==> config.mk <==
export PLATFORM = sky130hd
export DESIGN_NAME = adder_arbiter
export DESIGN_NICKNAME = d
export VERILOG_FILES = /design/src/rtl/adder_arb_pkg.sv /design/src/rtl/adder.sv /design/src/rtl/rr_pick.sv /design/src/rtl/adder_arbiter.sv
export SDC_FILE = /design/constraint.sdc
export NUM_CORES = 1
export LEC_CHECK = 0
export ABC_AREA = 1
export BUFFER_PORTS_ARGS = -buffer_cell sky130_fd_sc_hd__buf_4
export CAP_MARGIN = 20
export CORE_AREA = 2 2 116 118
export DETAILED_ROUTE_END_ITERATION = 12
export DIE_AREA = 0 0 118 120
export PLACE_DENSITY_LB_ADDON = 0.2
export SLEW_MARGIN = 0
export SYNTH_ARGS = -nofsm -noshare
export SYNTH_HDL_FRONTEND = slang
export SYNTH_SLANG_ARGS = --single-unit
==> constraint.sdc <==
create_clock -name clk -period 16.1 [get_ports clk]
set_clock_uncertainty 0.1 [all_clocks]
set_input_delay 3.22 -clock clk [delete_from_list [all_inputs] [get_ports clk]]
set_output_delay 3.22 -clock clk [all_outputs]
set_load 0.005 [all_outputs]
==> src/rtl/adder_arb_pkg.sv <==
// Shared types and helpers for the adder arbiter.
package adder_arb_pkg;

  // Response register occupancy
  typedef enum logic {
    StEmpty = 1'b0,
    StFull  = 1'b1
  } rsp_state_e;

  localparam int unsigned NREQ_MIN = 2;
  localparam int unsigned NREQ_MAX = 16;

  // Ceiling log2, never below 1 so a requester id always has at least one bit
  function automatic int unsigned clog2(input int unsigned n);
    int unsigned r;
    r = 0;
    for (int unsigned i = 1; i < n; i = i * 2) begin
      r++;
    end
    return (r == 0) ? 1 : r;
  endfunction

endpackage

==> src/rtl/adder.sv <==
// WIDTH-bit ripple-carry adder, no carry-in; bit 0 of each vector is the LSB.
module adder #(
  parameter int unsigned WIDTH = 32
) (
  input  logic [0:WIDTH-1] a,
  input  logic [0:WIDTH-1] b,
  output logic [0:WIDTH-1] sum,
  output logic             cout
);

  logic carry;

  // Ripple from bit 0 (LSB) upward
  always_comb begin
    carry = 1'b0;
    sum   = '0;
    for (int unsigned i = 0; i < WIDTH; i++) begin
      sum[i] = a[i] ^ b[i] ^ carry;
      carry  = (a[i] & b[i]) | (carry & (a[i] ^ b[i]));
    end
    cout = carry;
  end

endmodule

==> src/rtl/rr_pick.sv <==
// Combinational round-robin picker: first valid request at or after ptr, wrapping.
module rr_pick #(
  parameter int unsigned NREQ = 4,
  parameter int unsigned ID_W = 2
) (
  input  logic [0:NREQ-1] req,
  input  logic [ID_W-1:0] ptr,
  output logic [0:NREQ-1] win,
  output logic [ID_W-1:0] win_idx
);

  logic [31:0]     sel;
  logic [ID_W-1:0] sel_idx;
  logic            found;

  // Scan NREQ slots starting at ptr; the first valid one wins
  always_comb begin
    win     = '0;
    win_idx = '0;
    found   = 1'b0;
    sel     = '0;
    sel_idx = '0;
    for (int unsigned i = 0; i < NREQ; i++) begin
      sel     = (32'(ptr) + i) % NREQ;
      sel_idx = sel[ID_W-1:0];
      if (!found && req[sel_idx]) begin
        found        = 1'b1;
        win[sel_idx] = 1'b1;
        win_idx      = sel_idx;
      end
    end
  end

endmodule

==> src/rtl/adder_arbiter.sv <==
// Round-robin access point to a single shared adder with a one-entry response register.
module adder_arbiter
  import adder_arb_pkg::*;
#(
  parameter int unsigned  WIDTH = 32,
  parameter int unsigned  NREQ  = 4,
  localparam int unsigned ID_W  = clog2(NREQ)
) (
  input  logic                  clk,
  input  logic                  rst_n,
  input  logic [0:NREQ-1]       req_valid,
  output logic [0:NREQ-1]       req_ready,
  input  logic [0:NREQ*WIDTH-1] req_a,
  input  logic [0:NREQ*WIDTH-1] req_b,
  output logic                  rsp_valid,
  input  logic                  rsp_ready,
  output logic [0:WIDTH-1]      rsp_sum,
  output logic                  rsp_cout,
  output logic [ID_W-1:0]       rsp_id
);

  if (NREQ < NREQ_MIN || NREQ > NREQ_MAX) begin : gen_bad_nreq
    $error("adder_arbiter: NREQ out of range");
  end

  rsp_state_e       state_q;
  logic [ID_W-1:0]  ptr_q;
  logic [0:WIDTH-1] sum_q;
  logic             cout_q;
  logic [ID_W-1:0]  id_q;

  logic [0:NREQ-1]  win;
  logic [ID_W-1:0]  win_idx;
  logic [0:WIDTH-1] op_a, op_b, add_sum;
  logic             add_cout;
  logic             can_accept, accept;

  rr_pick #(
    .NREQ (NREQ),
    .ID_W (ID_W)
  ) u_rr_pick (
    .req     (req_valid),
    .ptr     (ptr_q),
    .win     (win),
    .win_idx (win_idx)
  );

  // Operand mux in front of the shared adder, steered by the winner index
  always_comb begin
    op_a = '0;
    op_b = '0;
    for (int unsigned k = 0; k < NREQ; k++) begin
      if (win_idx == ID_W'(k)) begin
        op_a = req_a[k*WIDTH +: WIDTH];
        op_b = req_b[k*WIDTH +: WIDTH];
      end
    end
  end

  adder #(
    .WIDTH (WIDTH)
  ) u_adder (
    .a    (op_a),
    .b    (op_b),
    .sum  (add_sum),
    .cout (add_cout)
  );

  // A full register can take a new result only on the edge it drains
  assign can_accept = (state_q == StEmpty) || rsp_ready;
  // Gating with rst_n keeps grants low for the whole reset pulse
  assign req_ready  = (can_accept && rst_n) ? win : '0;
  assign accept     = |req_ready;

  // Response FSM, pointer and result registers
  always_ff @(posedge clk or negedge rst_n) begin
    if (!rst_n) begin
      state_q <= StEmpty;
      ptr_q   <= '0;
      sum_q   <= '0;
      cout_q  <= 1'b0;
      id_q    <= '0;
    end else if (accept) begin
      state_q <= StFull;
      sum_q   <= add_sum;
      cout_q  <= add_cout;
      id_q    <= win_idx;
      ptr_q   <= (win_idx == ID_W'(NREQ - 1)) ? '0 : win_idx + 1'b1;
    end else if (rsp_ready) begin
      state_q <= StEmpty;
    end
  end

  assign rsp_valid = (state_q == StFull);
  assign rsp_sum   = sum_q;
  assign rsp_cout  = cout_q;
  assign rsp_id    = id_q;

endmodule

==> impl_metrics.tcl <==
set metrics [dict create \
    synth_warnings 0 \
    syn_inst 632 \
    layout_setup_ws_ps -204 \
    arrival_ps 16380 \
    outcome "complete, but fails checks" \
    clock-sinks 38 \
    grt.overflow.total 0 \
    ctsLongestPathBuffers 2 \
    layout.nets 1242 \
    grt_pass1_vias 5506 \
    grt_pass1_wl_um 29600 \
    hp-class "flip-flop to flip-flop" \
    synthDistinctLibCells 29 \
    ys_ff_latch 38 \
    cts_hold_buf 0 \
    cts_tree "yes" \
    viasPerCell 5.04 \
    die_y_um 120 \
    async_flop_share 1.00 \
    yosysTopAreaCellShare 0.215 \
    fin_crit_sh 1.01 \
    routedWlPerCell_um 17.6 \
    cap_violations 0 \
    rsz0062_at_grt "true" \
    timing.fmax_mhz 61.3 \
    critPathLaunchType "primary input" \
    ant_nets 0 \
    setup_tns_ps -204 \
    place_hpwl_um 15500 \
    drc 0 \
    grt_max_degree 52 \
    cp_slowest_cell "fa_2" \
    dieArea_mm2 0.0142 \
    grt_antenna_before_repair 0 \
    via_count 5606 \
    path_class "primary input to flip-flop" \
    wirelength_um 19600 \
    synth-edff-count 0 \
    crit_path_frequent_cell "fa_2" \
    syn_nets 938 \
    dr.pass1.iters 5 \
    slew_viol_final 0 \
    r2r_slack_ps 1070 \
    die_w_um 118 \
    grt_usage 0.268 \
    cts_buffers 5 \
    synth_seq_area_share 0.215 \
    cts_root_buffer "clkbuf_16" \
    slew_headroom 0.380 \
    critPathMaxFanout 4 \
    core-area_mm2 0.0130 \
    yosys-top-cells-count "nand2_1, o21ai_0, a21oi_1" \
    path_clk_slew_ps 60 \
    synth_area_leader_cell "dfrtp_1" \
    initial_utilization 0.340 \
    num_io_pins 303 \
    min_period_ps 16300 \
    syn_avg_cell_area_um2 6.99 \
    num_rows 42 \
    crit_path_end_kind "flip-flop" \
    area_delta_synth_final_pct 70.0 \
    gp_congestion 0.924 \
    drtIter0Drc 350 \
    cp.required_ps 16180 \
    slowest_delay_ps 420 \
    final_layout_size_suffix_gt1_frac 0.476 \
    yosysMostFrequentCell "nand2_1" \
    synth_area_mm2 0.00442 \
    hold_viol 0 \
    worst_slew_pin_slew_ps 928 \
    finalSetupViolations 1 \
    synth_area_leaders "dfrtp_1, fa_1, nand2_1, o21ai_0, a22oi_1" \
    synth_flop_cell "dfrtp_1" \
    insertion_delay_ps 280 \
    antennaDiodeCount 0 \
    portBuffers 302 \
    cts-htree-levels 2 \
    failed_checks "negative setup slack" \
]
routing by layer:
| layer | routed length (µm) | track usage |
|---|---|---|
| met3 | 1150 | 0.0461 |
| met4 | 520 | 0.0806 |
| met5 | 0 | 0 |
| met1 | 8050 | 0.339 |
| met2 | 9870 | 0.467 |
logic make-up after synthesis:
kind of cell | after synthesis | synth area share
AND/OR/NAND/NOR | 186 | 0.175
adder cells (fa/ha/maj) | 43 | 0.175
flip-flops | 38 | 0.215
AO/OA/AOI/OAI | 262 | 0.339
buffers and inverters | 103 | 0.0966
final timing paths:
kind,from,to,cells past startpoint
worst max-delay path,req_valid[1],rsp_sum[31],55
worst min-delay path,rsp_cout,rsp_cout,2
worst max register to register,ptr_q[0],rsp_sum[31],56
worst min register to register,rsp_cout,rsp_cout,2
max in group asynchronous,rst_n,rsp_id[1],1
min in group asynchronous,rst_n,rsp_sum[12],1
stage by stage:
| stage | instances | setup WS [ps] | area [µm²] | util | hold WS [ps] |
|---|---|---|---|---|---|
| global placement | 1092 | -589 | 7010 | 0.540 | 365 |
| finish | 1113 | -204 | 7510 | 0.579 | 381 |
| global route | 1113 | -609 | 7510 | 0.579 | 405 |
| floorplan | 632 | -303 | 4540 | - | 372 |
| detailed placement | 1092 | -753 | 7010 | 0.540 | 369 |
| CTS | 1109 | -243 | 7410 | 0.571 | 378 |
cells in the final DEF, fill, tap and decap left out, types with 4 or more instances in the layout:
cell type,instances
fa_2,31
ha_4,4
nor2_1,6
a22oi_1,60
dfrtp_1,38
o21ai_0,101
buf_4,341
nor2_4,5
nand2_1,132
nand2_2,13
inv_2,14
clkbuf_16,5
ha_1,7
a21oi_1,85
nand2_4,7
nand3_1,15
nand3_4,4
inv_1,37
worst max-delay path: cells and delay by family:
kind,cells,cell delay [ps]
buffers and inverters,8,500
AND/OR/NAND/NOR,11,980
adder cells (fa/ha/maj),33,11430
AO/OA/AOI/OAI,3,240
state kept, by name (all words and copies together), names as in the netlist:
register and flops:
ptr_q 2, rsp_cout 1, rsp_id 2, rsp_sum 32, rsp_valid 1
cell type report:
type                            instances  area, µm²
Sequential cell                        38        951
Tap cell                              176        220
Clock buffer                            6        139
Inverter                               54        210
Multi-Input combinational cell        491       3340
Fill cell                            1249       5470
Clock inverter                          2       12.5
Timing Repair Buffer                  346       2630
repair_timing:
action / 4_1_cts / 5_1_grt
pin swaps: 17 / 7
endpoints found under the setup margin: 3 / 4
buffers inserted: 9 / 4
gates cloned: 0 / 0
resized for setup: 48 / 18
Power is not shown: default switching activity piles up to over one toggle a cycle in this logic, so the estimate is an artifact.
